`config.mk`:
```
export PLATFORM = sky130hd
export DESIGN_NAME = serial_addsub
export DESIGN_NICKNAME = d
export VERILOG_FILES = /design/src/rtl/serial_addsub.sv
export SDC_FILE = /design/constraint.sdc
export NUM_CORES = 1
export LEC_CHECK = 0
export ABC_AREA = 1
export CAP_MARGIN = 20
export CORE_ASPECT_RATIO = 1.4
export CORE_MARGIN = 2
export CORE_UTILIZATION = 30
export CTS_BUF_LIST = sky130_fd_sc_hd__clkbuf_8
export DETAILED_ROUTE_END_ITERATION = 8
export PLACE_DENSITY = 0.63
export SETUP_SLACK_MARGIN = 0.02
export SYNTH_ARGS = -nofsm -noshare
export SYNTH_HDL_FRONTEND = slang
export SYNTH_SLANG_ARGS = --single-unit
```
`constraint.sdc`:
```
create_clock -name clk_i -period 1.35 [get_ports clk_i]
set_input_delay 0.405 -clock clk_i [delete_from_list [all_inputs] [get_ports clk_i]]
set_output_delay 0.405 -clock clk_i [all_outputs]
set_load 0.005 [all_outputs]
```
`src/rtl/serial_addsub.sv`:
```
// Bit-serial adder/subtractor, LSB-first, one operand bit per clock.
// A request is a single-cycle start_i sample (together with sub_i, a_i, b_i)
// taken while the unit is in IDLE or DONE. busy_o is high for the WIDTH
// cycles of SHIFT. done_o is high for exactly one cycle, during which sum_o
// and ovf_o already hold the new result. start_i seen in that DONE cycle
// begins the next operation back-to-back. Operands need only be valid on
// the start edge.
module serial_addsub #(
  parameter int WIDTH = 8,
  parameter int CNT_W = $clog2(WIDTH + 1)
) (
  input  logic             clk_i,
  input  logic             rst_n,
  input  logic             start_i,
  input  logic             sub_i,
  input  logic [WIDTH-1:0] a_i,
  input  logic [WIDTH-1:0] b_i,
  output logic             busy_o,
  output logic             done_o,
  output logic [WIDTH:0]   sum_o,
  output logic             ovf_o,
  output logic [1:0]       dbg_state_o
);

  typedef enum logic [1:0] {
    ST_IDLE  = 2'd0,
    ST_SHIFT = 2'd1,
    ST_DONE  = 2'd2
  } state_t;

  // Counter value while the most significant operand bit is being processed.
  localparam logic [CNT_W-1:0] LAST_CNT = CNT_W'(WIDTH - 1);

  state_t             state_q, state_d;
  logic [WIDTH-1:0]   sa_q;
  logic [WIDTH-1:0]   sb_q;
  logic [WIDTH-2:0]   r_q;
  logic [CNT_W-1:0]   cnt_q;
  logic               carry_q;
  logic               sub_q;
  logic [WIDTH:0]     sum_q;
  logic               ovf_q;
  logic               busy_q;
  logic               done_q;

  logic               load;
  logic               step;
  logic               last;
  logic               fa_bit;
  logic               fa_carry;
  logic               c_msb_in;
  logic [WIDTH-1:0]   r_next;

  // Next-state and control decode for the IDLE/SHIFT/DONE sequencer.
  always_comb begin
    state_d = state_q;
    load    = 1'b0;
    step    = 1'b0;
    last    = 1'b0;
    case (state_q)
      ST_IDLE: begin
        if (start_i) begin
          load    = 1'b1;
          state_d = ST_SHIFT;
        end
      end
      ST_SHIFT: begin
        step = 1'b1;
        if (cnt_q == LAST_CNT) begin
          last    = 1'b1;
          state_d = ST_DONE;
        end
      end
      ST_DONE: begin
        if (start_i) begin
          load    = 1'b1;
          state_d = ST_SHIFT;
        end else begin
          state_d = ST_IDLE;
        end
      end
      default: begin
        state_d = ST_IDLE;
      end
    endcase
  end

  // One-bit full adder on the current LSBs; the carry feeding the MSB is
  // kept as c_msb_in so overflow is the XOR of carry into and out of the MSB.
  always_comb begin
    fa_bit   = sa_q[0] ^ sb_q[0] ^ carry_q;
    fa_carry = (sa_q[0] & sb_q[0]) | (sa_q[0] & carry_q) | (sb_q[0] & carry_q);
    c_msb_in = carry_q;
    // The result bits collected so far plus the bit being produced now;
    // after the final step this is the complete WIDTH-bit result.
    r_next   = {fa_bit, r_q};
  end

  // State register and registered status flags.
  always_ff @(posedge clk_i) begin
    if (!rst_n) begin
      state_q <= ST_IDLE;
      busy_q  <= 1'b0;
      done_q  <= 1'b0;
    end else begin
      state_q <= state_d;
      busy_q  <= (state_d == ST_SHIFT);
      done_q  <= (state_d == ST_DONE);
    end
  end

  // Operand shift registers, carry flop, mode and bit counter.
  always_ff @(posedge clk_i) begin
    if (!rst_n) begin
      sa_q    <= '0;
      sb_q    <= '0;
      carry_q <= 1'b0;
      sub_q   <= 1'b0;
      cnt_q   <= '0;
    end else if (load) begin
      sa_q    <= a_i;
      // Subtraction is A + ~B + 1: B is inverted here and the +1 enters as
      // the initial carry.
      sb_q    <= sub_i ? ~b_i : b_i;
      carry_q <= sub_i;
      sub_q   <= sub_i;
      cnt_q   <= '0;
    end else if (step) begin
      sa_q    <= {1'b0, sa_q[WIDTH-1:1]};
      sb_q    <= {1'b0, sb_q[WIDTH-1:1]};
      carry_q <= fa_carry;
      cnt_q   <= cnt_q + CNT_W'(1);
    end
  end

  // Result register: each new sum bit enters at the MSB and moves right.
  always_ff @(posedge clk_i) begin
    if (!rst_n) begin
      r_q <= '0;
    end else if (load) begin
      r_q <= '0;
    end else if (step) begin
      r_q <= r_next[WIDTH-1:1];
    end
  end

  // Published result; updated only on the edge that processes the MSB and
  // held until the next operation completes.
  always_ff @(posedge clk_i) begin
    if (!rst_n) begin
      sum_q <= '0;
      ovf_q <= 1'b0;
    end else if (last) begin
      // In subtract mode the top bit is the borrow, i.e. inverted carry-out.
      sum_q <= {(sub_q ? ~fa_carry : fa_carry), r_next};
      ovf_q <= c_msb_in ^ fa_carry;
    end
  end

  assign busy_o      = busy_q;
  assign done_o      = done_q;
  assign sum_o       = sum_q;
  assign ovf_o       = ovf_q;
  assign dbg_state_o = state_q;

endmodule

```
Word-level counts from Yosys, hierarchy flattened
Cells that the tools add are included.
{"block": "word_totals", "wordCells": 49, "register_bits": 43, "inputBits": 20}
{"block": "op_classes", "add_sub_neg": 1, "n_mux": 17, "n_reduce_logical": 4, "bitwise": 11, "n_eq_ne": 5}
{"op": "2-to-1 mux 8 bit", "n": 5}
{"op": "2-to-1 mux 1 bit", "n": 9}
{"op": "NOT 8 bit", "n": 1}
{"op": "one-hot mux 2 bit (3 select lines)", "n": 1}
{"op": "adder 4 x 1 -> 4 bit (second input constant)", "n": 1}
{"op": "== test 2 x 1 -> 1 bit (second input constant)", "n": 2}
{"op": "== test 2 bit (second input constant)", "n": 2}
{"op": "== test 4 x 3 -> 1 bit (second input constant)", "n": 1}
{"op": "2-to-1 mux 2 bit", "n": 2}
{"op": "OR reduction 2 bit", "n": 2}
{"op": "AND 1 bit", "n": 3}
{"op": "XOR 1 bit", "n": 3}
{"op": "logical NOT 2 bit", "n": 1}
{"op": "NOT 1 bit", "n": 2}
{"op": "OR 1 bit", "n": 2}
{"op": "nonzero test 2 bit", "n": 1}

Logic depth before layout (Yosys ltp)
Gate-level depths: netlist of the first run.
{"block": "logic_depth", "ltp_word": 5, "ltp_mapped": 7, "mapped_depth_nobuf": 6}

Least setup slack after synthesis of the first run
Ideal clock, no wire load.
{"block": "synth_path", "kind": "register -> register", "from": "register cnt_q[0]", "to": "register ovf_q, in the netlist ovf_o", "slack_ns": 0.153, "setup_time_ns": 0.113, "t_arrival_ns": 1.084, "n_path_buf": 1, "stages_incl_launch_ff": 8, "required_ns": 1.237, "cell_sequence": "dfxtp_1 ha_1 nand3_1 nor2_1 buf_2 nand2_1 nand2_1 nor2_1"}
{"block": "synth_between", "elab_chain_len": 3}
{"item": "start, declared", "line": "38", "rtl": "logic [CNT_W-1:0] cnt_q;"}
{"item": "start signal, assigned", "line": "132", "rtl": "cnt_q <= cnt_q + CNT_W'(1);"}
{"item": "== test 4 x 3 -> 1 bit", "line": "69", "rtl": "if (cnt_q == LAST_CNT) begin"}
{"item": "2-to-1 mux 1 bit", "line": "69"}
{"item": "2-to-1 mux 1 bit", "line": "60", "rtl": "case (state_q)"}
{"item": "end signal, assigned", "line": "156", "rtl": "ovf_q <= c_msb_in ^ fa_carry;"}
{"item": "end, declared", "line": "42", "rtl": "logic ovf_q;"}
No other way between the ends.
A chain may end at the register's enable or synchronous reset.

Final worst setup path of the first run
{"block": "layout_path", "from": "register state_q[1], in the netlist dbg_state_o[1]", "to": "output port dbg_state_o[1]"}
{"item": "start, declared", "line": "34", "rtl": "state_t state_q, state_d;"}
{"item": "start signal, assigned", "line": "106", "rtl": "state_q <= state_d;"}
{"item": "end, declared", "line": "22", "rtl": "output logic [1:0] dbg_state_o"}
No word-level cell between the ends.

==> flow_summary.toml, run 1 <==
[run_status]
outcome = "completed"

[cells_and_area]
fill_cells = 621
final_cells = 389
syn_to_final_growth_pct = 35.3
fin_nets = 338
fin_area_mm2 = 0.00256
layout-drive-gt1-share_pct = 17.0
n_antenna_cell = 0

[synth]
synth.avg_cell_area_um2 = 7.07
ys_types = 21
synth-seq-cells = 43
synthTopCellsByArea = "dfxtp_1, nand2_1, nand3_1"
syn-num-nets = 290
ys_seq_area_share_pct = 45.4
synth_area_leader_cell = "dfxtp_1"
synth_top_area_share_pct = 45.4
synthCells = 268
yosysWarnings = 0
syn_area_mm2 = 0.00190

[critical_path]
reg2reg_depth = 8
start_kind = "flop"
cp_slowest_cell = "dfxtp_2"
path_cells = "dlygate4sd2_1"
critPathTopFamily = "flip-flops"
crit_arrival_ns = 0.89
crit_type = "flop to output pin"
crit_required_ns = 0.95
end_kind = "output pin"
slowest_delay_ns = 0.34
crit_fanout = 2
reg2reg_slack_ns = 0.13
reg2reg_from = "dbg_state_o[0]"
crit_buf_inv = 1
r2r_end = "c_msb_in"

[worst_hold_path]
holdPathEnd = "sum_o[4]"
whs_path_depth = 2
hold_path_class = "flop to flop"
hp-start = "sum_o[4]"

[die]
fp.dieW_um = 71.2
coreArea_mm2 = 0.00617
die_area_mm2 = 0.00698
row_count = 34
fp.dieH_um = 98.1
pin_count = 34
start_util_pct = 30.7

[sta]
slew_headroom_pct = 86.5
hold_violations = 0
worst_hold_slack_ns = 0.443
setup_viol = 0
fmax_ghz = 0.772
rsz0062_at_grt = "false"
worstMarginPinSlew_ns = 0.202
finalCritPeriodShare_pct = 96.0
drv_slew = 0
post-route-min-period_ns = 1.30
clock_skew_ns = 0.00790

[power]
power_mw = 2.64
ir_drop_v = 0.000391
powerDensity_mw_per_mm2 = 1030
p_leak_nw = 1.12

[detailed_routing]
drtAntennaViolNets = 0
firstDrtPassIters = 4
wl_per_cell_um = 10.7
wirelength_um = 4150
vias_per_cell = 4.58
drt-initial-drc-count = 51
drc = 0
vias = 1782

[grt]
grt_max_degree = 25
overflow = 0
antenna_found_initial = 0
track_usage_pct = 12.9
grt_pass1_wl_um = 7330
first_global_vias = 1743

[clock_tree]
cts_tree = "yes"
cts-root-buf = "clkbuf_8"
clkTransAtPathRegs_ns = 0.07
clockBufferDepth = 2
cts_sinks = 43
htreeDepth = 2
numCtsBuffers = 5
worstSkewPairLatency_ns = 0.29

[placement]
port-buffer-count = 33
gp_congestion = 0.763
post_dp_cell_area_mm2 = 0.00239
dp_hpwl_um = 3100
dp_cells = 379

[job]
cap_violations = 0
==> power by group <==
| part | switching, mW | internal [mW] | leakage [nW] |
|---|---|---|---|
| sequential | 0.0333 | 1.33 | 0.355 |
| combinational | 0.215 | 0.192 | 0.710 |
| clock | 0.415 | 0.459 | 0.0557 |
| total | 0.663 | 1.98 | 1.12 |
==> worst max path at each step <==
stage | depth (start not counted) | start | endpoint | slack, ns
CTS | 7 | cnt_q[0] | sum_o[8] | 0.03
global route | 8 | dbg_state_o[0] | c_msb_in | 0.02
global placement | 6 | start_i | sa_q[1] | -0.28
floorplan | 7 | cnt_q[0] | ovf_o | 0.15
finish | 1 | dbg_state_o[1] | dbg_state_o[1] | 0.05
detailed placement | 6 | start_i | sa_q[2] | -0.33
==> cell usage after synthesis (all sizes together) <==
cell    count
a21oi      22
buf         9
clkbuf      5
dfxtp      43
fa          1
ha          1
inv        22
nand2      73
nand3      41
nor2       25
nor3       10
o21ai      12
or2         1
xnor2       2
xor2        1
==> cell usage in the layout, fill, tap and decap left out, drive strengths merged <==
cell type / netlist / routed
o21ai: 12 / 12
dlygate4sd2: 0 / 14
dlymetal6s2s: 0 / 1
nor3: 10 / 10
nor2: 25 / 25
buf: 9 / 22
clkbuf: 5 / 7
xor2: 1 / 1
fa: 1 / 1
clkdlybuf4s50: 0 / 18
a21oi: 22 / 22
or2: 1 / 1
dfxtp: 43 / 43
inv: 22 / 23
xnor2: 2 / 2
nand2: 73 / 73
ha: 1 / 1
nand3: 41 / 41
==> logic make-up after synthesis <==
| logic type | Yosys count | share of synthesized area (%) |
|---|---|---|
| compound gates | 34 | 8.98 |
| xor+xnor | 3 | 1.39 |
| fa+ha+maj | 2 | 1.72 |
| buf+inv | 36 | 8.38 |
| flops | 43 | 45.4 |
| simple gates | 150 | 34.1 |
==> stage by stage <==
stage	setup slack, ns	TNS [ns]	util, %
final	0.0545	0	41.6
after floorplan	0.153	0	-
after detailed placement	-0.326	-7.91	38.8
after CTS	0.0279	0	40.3
after global placement	-0.278	-7.97	38.8
after global routing	0.0183	0	41.6
==> layer usage <==
layer	GRT usage [%]	part of all wire, %
met2	23.3	51
met4	5.22	1.7
met1	14.1	43
met3	2.89	4.0
met5	0	0
==> layout make-up <==
cell class	count	area (um^2)	area share, %
Sequential cell	43	872	34.0
Timing Repair Buffer	55	503	19.6
Multi-Input combinational cell	189	915	35.7
Inverter	22	85.1	3.32
Tap cell	72	90.1	3.51
Clock inverter	1	3.75	0.146
Clock buffer	7	96.3	3.76
==> what timing repair did <==
action                                  CTS  global route
gates cloned                              0             2
endpoints found under the setup margin   18            32
buffers inserted                          0             0
hold buffers                              0             0
gates resized for setup                  22            23
pin swaps                                 0             2
==> registers in the layout, summed over array words and instances, names as in the netlist, 2 cells and up <==
name and flops:
cnt_q 4, r_q 7, dbg_state_o 2, sa_q 8
sb_q 8, sum_o 9
(Power assumes the default switching activity.)
==> run 2: changes to the inputs <==
--- a/config.mk
+++ b/config.mk
@@ -7,8 +7,8 @@
 export LEC_CHECK = 0
 export ABC_AREA = 1
 export CAP_MARGIN = 20
-export CORE_ASPECT_RATIO = 1.4
-export CORE_MARGIN = 2
+export CORE_ASPECT_RATIO = 1.5
+export CORE_MARGIN = 4
 export CORE_UTILIZATION = 30
 export CTS_BUF_LIST = sky130_fd_sc_hd__clkbuf_8
 export DETAILED_ROUTE_END_ITERATION = 8
==> run 2 against run 1 <==
Effect of this change: clock power rose by 2.3%; non-clock buffer count shrank 1; worst setup slack better by 0.0032 ns; combinational power about the same; highest routed layer unchanged; first-iteration DRC count is 80% higher; routed wire length increased by 2.4%; sequential power about the same.
==> flow_summary.toml, run 2 (synthesis results as in run 1) <==
[placement]
dpl_worst_slack_ns = -0.251
port-buffer-count = 33
dp_cells = 381
dp_hpwl_um = 3200
gp_congestion = 0.790

[clock_tree]
htreeDepth = 2
clkTransAtPathRegs_ns = 0.08
cts_hold_buf = 0
postCtsSetupRepairBufs = 0
cts_tree = "yes"
clockBufferDepth = 2
cts-root-buf = "clkbuf_8"
worstSkewPairLatency_ns = 0.29
cts_sinks = 43
numCtsBuffers = 5

[cells_and_area]
multi_input_area_um2 = 896
final_cells = 390
register_area_um2 = 872
fill_cells = 666
final_cell_mix = "nand2_1, nand3_1, dfxtp_1, a21oi_1, nor2_1"
layout-drive-gt1-share_pct = 16.1
fin_nets = 337
n_antenna_cell = 0
syn_to_final_growth_pct = 33.7
largest_reg_flops = 9
final_common_cell = "nand2_1"

[critical_path]
end_kind = "output pin"
critPathTopFamily = "flip-flops"
crit_arrival_ns = 0.89
crit_required_ns = 0.95
crit_fanout = 2
crit_buf_inv = 1
path_cells = "dlygate4sd2_1"
cp_slowest_cell = "dfxtp_2"
start_kind = "flop"
crit_type = "flop to output pin"
slowest_delay_ns = 0.34

[grt]
overflow = 0
track_usage_pct = 11.4
grt_max_degree = 25
first_global_vias = 1580
grt_pass1_wl_um = 7020
antenna_found_initial = 0

[sta]
setup_viol = 0
rsz0062_at_grt = "true"
post-route-min-period_ns = 1.29
clock_skew_ns = 0.00733
finalCritPeriodShare_pct = 95.7
fmax_ghz = 0.774
hold_violations = 0
layout_setup_ws_ns = 0.0577
drv_slew = 0
worstMarginPinSlew_ns = 0.230
tns_ns = 0
slew_headroom_pct = 84.6

[die]
die_area_mm2 = 0.00768
fp.dieH_um = 105
fp.dieW_um = 72.9
row_count = 35
coreArea_mm2 = 0.00613
pin_count = 34
start_util_pct = 30.9

[detailed_routing]
wl_per_cell_um = 10.9
vias = 1767
vias_per_cell = 4.53
drc = 0
firstDrtPassIters = 4
drt-initial-drc-count = 92
wirelength_um = 4250
drtAntennaViolNets = 0

[job]
cap_violations = 0

[power]
ir_drop_v = 0.000371
p_sw_mw = 0.681
powerDensity_mw_per_mm2 = 1050
sw_frac_of_total_pct = 25.6
pwr-share-clk_pct = 33.6
pwr-share-comb_pct = 15.2
p_leak_nw = 1.09
seq_power_share_pct = 51.1
intPower_mw = 1.98

[run_status]
outcome = "completed"

[worst_hold_path]
hold_path_class = "flop to flop"
[run 2: layout make-up]
type	count	share of cell area [%]
Multi-Input combinational cell	189	35.4
Sequential cell	43	34.4
Tap cell	74	3.65
Clock inverter	1	0.296
Timing Repair Buffer	54	19.1
Clock buffer	7	3.80
Inverter	22	3.36
[run 2: what timing repair did]
item	CTS	global route
cloned	0	1
gates resized for setup	21	14
endpoints found under the setup margin	14	21
[run 2: final timing paths]
path / cells after the start / slack (ns) / startpoint / end
worst min-delay path: 2 / 0.45 / sum_o[2] / sum_o[2]
worst max register to register: 8 / 0.12 / dbg_state_o[1] / cnt_q[3]
worst min register to register: 2 / 0.45 / sum_o[2] / sum_o[2]
worst max-delay path: 1 / 0.06 / dbg_state_o[1] / dbg_state_o[1]
[run 2: metal layers]
| layer | GRT usage, % | wire (um) | vias to the layer above |
|---|---|---|---|
| met4 | 5.15 | 76 | 0 |
| met5 | 0 | 0 | - |
| met1 | 13.6 | 1830 | 775 |
| met2 | 19.5 | 2170 | 35 |
| li1 | - | - | 951 |
| met3 | 2.10 | 172 | 6 |
[run 2: through the flow]
step                power [mW]  utilization [%]  hold WS (ns)  instance area (um^2)
floorplan                 1.62                -         0.444                  1900
global placement          1.78             39.3         0.434                  2410
detailed placement        1.79             39.3         0.440                  2410
CTS                       2.68             40.8         0.449                  2500
global route              2.80             41.3         0.461                  2530
finish                    2.66             41.3         0.447                  2530
[run 2: power by group through the flow]
stage	Clock [mW]	Combinational [mW]	Sequential [mW]
3_3_place_gp	0	0.391	1.39
3_5_place_dp	0	0.397	1.39
2_1_floorplan	0	0.241	1.38
6_report	0.894	0.406	1.36
4_1_cts	0.927	0.396	1.36
5_1_grt	0.975	0.458	1.37
==> run 3: changes to the inputs <==
--- a/config.mk
+++ b/config.mk
@@ -5,7 +5,7 @@
 export SDC_FILE = /design/constraint.sdc
 export NUM_CORES = 1
 export LEC_CHECK = 0
-export ABC_AREA = 1
+export ABC_AREA = 0
 export CAP_MARGIN = 20
 export CORE_ASPECT_RATIO = 1.5
 export CORE_MARGIN = 4
==> constraint.sdc (replaced) <==
create_clock -name clk_i -period 1.35 [get_ports clk_i]
set_input_delay 0.405 -clock clk_i [delete_from_list [all_inputs] [get_ports clk_i]]
set_output_delay 0.405 -clock clk_i [all_outputs]
set_load 0.01 [all_outputs]
==> run 3 against run 2 <==
Effect of this change: clock skew fell by 0.00070 ns; first-iteration DRC count is 35% lower; via count shrank 14%; combinational power is 13% lower; power is 5.8% lower; hold slack improved by 0.0053 ns; design area shrank 5.2%; synthesized cell count shrank 24%; critical endpoint is now sum_o[2]; highest routed layer unchanged.
==> flow_summary.toml, run 3 <==
[sta]
fmax_ghz = 0.776
drv_slew = 0
worst_hold_slack_ns = 0.452
slew_headroom_pct = 76.7
worstMarginPinSlew_ns = 0.350
hold_violations = 0
finalCritPeriodShare_pct = 95.4
layout_setup_ws_ns = 0.0619
post-route-min-period_ns = 1.29
clock_skew_ns = 0.00663
rsz0062_at_grt = "true"
setup_viol = 0

[critical_path]
start_kind = "flop"
critPathTopFamily = "flip-flops"
crit_type = "flop to output pin"
crit_arrival_ns = 0.88
crit_fanout = 2
crit_required_ns = 0.95
end_kind = "output pin"
crit_buf_inv = 1
slowest_delay_ns = 0.33
cp_slowest_cell = "dfxtp_1"
path_cells = "dlygate4sd2_1"

[grt]
grt_max_degree = 30
track_usage_pct = 10.5
antenna_found_initial = 0
first_global_vias = 1419
grt_pass1_wl_um = 6180
overflow = 0

[cells_and_area]
fill_cells = 606
n_antenna_cell = 0
final_common_cell = "nand2_1"
final_cell_mix = "nand2_1, dfxtp_1, buf_4, clkdlybuf4s50_1, a21oi_1"
layout-drive-gt1-share_pct = 15.6
syn_to_final_growth_pct = 33.1
largest_reg_flops = 9
fin_nets = 272

[power]
sw_frac_of_total_pct = 24.1
powerDensity_mw_per_mm2 = 1040
pwr-share-comb_pct = 14.0
p_leak_nw = 0.930
intPower_mw = 1.90
seq_power_share_pct = 53.9
p_sw_mw = 0.605
ir_drop_v = 0.000501
pwr-share-clk_pct = 32.1

[detailed_routing]
wirelength_um = 3650
drtAntennaViolNets = 0
vias = 1528
drt-initial-drc-count = 60
firstDrtPassIters = 4
drc = 0
vias_per_cell = 4.75
wl_per_cell_um = 11.3

[clock_tree]
cts_tree = "yes"
cts-root-buf = "clkbuf_8"
htreeDepth = 2
cts_hold_buf = 0
clkTransAtPathRegs_ns = 0.08
numCtsBuffers = 5
cts_sinks = 43
worstSkewPairLatency_ns = 0.29
clockBufferDepth = 2

[synth]
synth-seq-cells = 43
ys_types = 29
syn_area_mm2 = 0.00180
synth_area_leader_cell = "dfxtp_1"
synthCells = 205
yosysMostFrequentCell = "nand2_1"
ys_seq_area_share_pct = 47.7
async_reset_ff_share_pct = 0
synth_edf_count = 0
synth.avg_cell_area_um2 = 8.80
syn-num-nets = 227
synth_common_cells = "nand2_1, dfxtp_1, a21oi_1"
synth_top_area_share_pct = 47.7
synth_ff_type = "dfxtp_1"
yosysWarnings = 0
synthTopCellsByArea = "dfxtp_1, nand2_1, mux2i_1"

[job]
cap_violations = 0

[die]
coreArea_mm2 = 0.00583
fp.dieH_um = 103
start_util_pct = 31.0
row_count = 34
fp.dieW_um = 71.3
pin_count = 34
die_area_mm2 = 0.00734

[placement]
port-buffer-count = 33
dpl_worst_slack_ns = -0.285
dp_hpwl_um = 2680
gp_congestion = 0.746

[run_status]
outcome = "completed"

[worst_hold_path]
hold_path_class = "flop to flop"
-- run 3: cell count changes in the layout (fill, tap and decap cells not counted), sizes merged, moves of 9 or more --
cell / change
nor3: -9
nand2: -24
mux2i: +9
nor2: -23
nand3: -28
inv: -21
dlygate4sd2: -10
-- run 3: layer usage --
layer | share of wire [%] | GRT usage (%) | vias to the layer above | routed length, um
li1 | - | - | 779 | -
met1 | 42 | 11.2 | 716 | 1540
met2 | 51 | 19.2 | 28 | 1860
met3 | 5.3 | 3.02 | 5 | 195
met4 | 1.6 | 4.34 | 0 | 57
met5 | 0 | 0 | - | 0
-- run 3: power by group through the flow --
stage	registers (mW)	logic (mW)	clock network [mW]
after CTS	1.35	0.349	0.844
after global routing	1.36	0.391	0.885
after global placement	1.38	0.347	0
after detailed placement	1.38	0.349	0
final	1.35	0.352	0.805
after floorplan	1.38	0.203	0
-- run 3: stage by stage --
| stage | power [mW] | std cells | util, % | area (um^2) | setup TNS [ns] |
|---|---|---|---|---|---|
| 4_1_cts | 2.54 | 321 | 40.9 | 2380 | 0 |
| 3_3_place_gp | 1.73 | 314 | 39.6 | 2310 | -6.94 |
| 3_5_place_dp | 1.73 | 314 | 39.6 | 2310 | -7.50 |
| 6_report | 2.51 | 322 | 41.2 | 2400 | 0 |
| 5_1_grt | 2.64 | 322 | 41.2 | 2400 | 0 |
| 2_1_floorplan | 1.58 | 205 | - | 1810 | 0 |
-- run 3: cells by family after synthesis --
family	Yosys count	synth area share, %
mux	9	4.99
compound gates	44	14.7
xor+xnor	12	5.83
flops	43	47.7
simple gates	77	19.0
fa+ha+maj	2	1.80
buf+inv	18	5.96
-- run 3: path summary, 6_finish.rpt --
path | from | end | slack (ns) | cells past startpoint
worst min register to register | sum_o[6] | sum_o[6] | 0.45 | 2
worst min-delay path | sum_o[6] | sum_o[6] | 0.45 | 2
worst max register to register | sa_q[0] | sum_o[8] | 0.10 | 4
worst max-delay path | sum_o[2] | sum_o[2] | 0.06 | 1
-- run 3: final cells by class --
| cell class | count | area, um^2 | share of cell area (%) |
|---|---|---|---|
| Sequential cell | 43 | 862 | 35.9 |
| Clock inverter | 1 | 5.00 | 0.208 |
| Inverter | 1 | 3.75 | 0.156 |
| Multi-Input combinational cell | 144 | 851 | 35.4 |
| Tap cell | 72 | 90.1 | 3.75 |
| Timing Repair Buffer | 55 | 508 | 21.1 |
| Clock buffer | 6 | 82.6 | 3.44 |
-- run 3: repair_timing --
item	CTS	global route
gates resized for setup	19	16
setup endpoints to repair	24	26
pin swaps	0	0
setup buffers	0	1
hold endpoints to repair	0	0
==> variant: new RTL, settings of run 1 <==
The parameter `WIDTH` goes from 8 to 16.
--- a/src/rtl/serial_addsub.sv
+++ b/src/rtl/serial_addsub.sv
@@ -7,5 +7,5 @@
 // the start edge.
 module serial_addsub #(
-  parameter int WIDTH = 8,
+  parameter int WIDTH = 16,
   parameter int CNT_W = $clog2(WIDTH + 1)
 ) (
Ports: changed (resized a_i, b_i and sum_o); port bits go from 34 to 58. The function was not compared with the original's and may differ.
==> variant against run 1 <==
Largest power group unchanged; synthesized area is 75% higher; combinational power is 97% higher; largest cell class unchanged; global-route usage is 1.6 points higher; setup slack worse by 0.094 ns; worst hold slack better by 0.024 ns; sequential cell count is 33 higher; first-iteration DRC count grew to 2.7 times the old value; cell area is 79% higher; power is 86% higher; the flow now finishes with violations (negative setup slack); routed wire length is 100% higher.
==> variant: results (changes against run 1) <==
Status
  – Status: finished, violations left (was complete, no violations)
  – Failing checks: negative setup slack

Routing
  – Detail Route met3 WL: 385 um (was 167 um)
  – Met1 layer wirelength in the final routing: 3610 um (was 1800 um)
  – Wire length after detailed routing: 8410 um (was 4150 um)
  – DR vias/cell: 4.65 (was 4.58)
  – Detailed Route Iter0 Violations: 140 (was 51)

Synth
  – Seq/Total Area, Yosys: 45.9% (was 45.4%)
  – Synthesized Nets: 493 (was 290)
  – Compound-gate portion of the synthesized area: 12.4% (was 8.98%)
  – Synth cell count leaders: 106 x sky130_fd_sc_hd__nand2_1, 76 x sky130_fd_sc_hd__dfxtp_1, 56 x sky130_fd_sc_hd__nor2_1 (was 71 x sky130_fd_sc_hd__nand2_1, 43 x sky130_fd_sc_hd__dfxtp_1, 41 x sky130_fd_sc_hd__nand3_1)
  – Synth Area in Adders: 1.36% (was 1.72%)
  – Cell types with the largest area share after synthesis: sky130_fd_sc_hd__dfxtp_1 46%, sky130_fd_sc_hd__nand2_1 12%, sky130_fd_sc_hd__nand3_1 6.8%, sky130_fd_sc_hd__nor2_1 6.3%, sky130_fd_sc_hd__o21ai_0 6.2% (was sky130_fd_sc_hd__dfxtp_1 45%, sky130_fd_sc_hd__nand2_1 14%, sky130_fd_sc_hd__nand3_1 11%, sky130_fd_sc_hd__a21oi_1 5.8%, sky130_fd_sc_hd__nor2_1 4.8%)
  – Area share of xor/xnor cells in the synthesized design: 0.792% (was 1.39%)

Clock network
  – Clock transition at the registers of the reported paths: 0.10 ns (was 0.07 ns)
  – Skew-Pair Late Insertion Delay: 0.36 ns (was 0.29 ns)
  – TritonCTS buffer count: 9 (was 5)

Final layout
  – Number of fill cells: 1138 (was 621)
  – Share of layout cells above drive strength 1: 27.1% (was 17.0%)
  – Combined flip-flop and latch cell area: 1550 um^2 (was 872 um^2)
  – Layout Nets: 577 (was 338)
  – Number of flip-flops in the largest register: 17 (was 9)

STA
  – Number of setup violations in the final report: 19 (was 0)
  – Post-Route Setup TNS: -0.383 ns (was 0 ns)
  – Max-slew headroom at the worst pin: 84.5% (was 86.5%)
  – Final Worst Setup Slack: -0.0391 ns (was 0.0545 ns)
  – Worst-case clock skew: 0.0157 ns (was 0.00790 ns)

Die
  – Die X-Extent: 92.9 um (was 71.2 um)

Critical path
  – Data arrival time of the worst path: 1.63 ns (was 0.89 ns)
  – Max FO, Critical Path: 18 (was 2)
  – Maximum single-stage delay on the critical path: 0.36 ns (was 0.34 ns)
  – Number of cells on the worst reg-to-reg path: 10 (was 8)

Placement
  – Placed Area: 4240 um^2 (was 2390 um^2)
  – Placed cell count: 660 (was 379)
  – Count of buffers from port buffering: 57 (was 33)
  – Post-place setup slack: -0.366 ns (was -0.326 ns)
  – Placer congestion estimate: 0.818 (was 0.763)
  – HPWL after DPL: 5670 um (was 3100 um)

Global routing
  – Via count of the first global-routing pass: 3102 (was 1743)
  – Met3 Usage GRT: 3.34% (was 2.89%)

Power
  – Standby leakage power: 2.00 nW (was 1.12 nW)
  – Peak supply drop: 0.617 mV (was 0.391 mV)
-- variant: timing repair --
| action | CTS | global route |
|---|---|---|
| pin swaps | 9 | 4 |
| endpoints found under the setup margin | 45 | 84 |
| gates cloned | 0 | 2 |
| resized for setup | 111 | 40 |
| setup buffers | 6 | 2 |
-- variant: cell type report --
class	instances	share of cell area, %
clock buffers	10	3.00
clock inverters	6	1.12
inverters	38	3.90
multi-input cells	314	34.5
flip-flops and latches	76	33.8
well taps	141	3.84
repair buffers	99	19.8
-- variant: worst paths after layout --
kind	start	end	slack [ns]
min reg2reg	sa_q[15]	sa_q[15]	0.47
max reg2reg	cnt_q[0]	sum_o[4]	-0.04
min	sa_q[15]	sa_q[15]	0.47
max	cnt_q[0]	sum_o[4]	-0.04
-- variant: report_power, final --
group / switching, mW / total [mW] / internal, mW
sequential: 0.0669 / 2.43 / 2.37
combinational: 0.421 / 0.802 / 0.380
clock: 0.927 / 1.68 / 0.751
total: 1.42 / 4.91 / 3.50
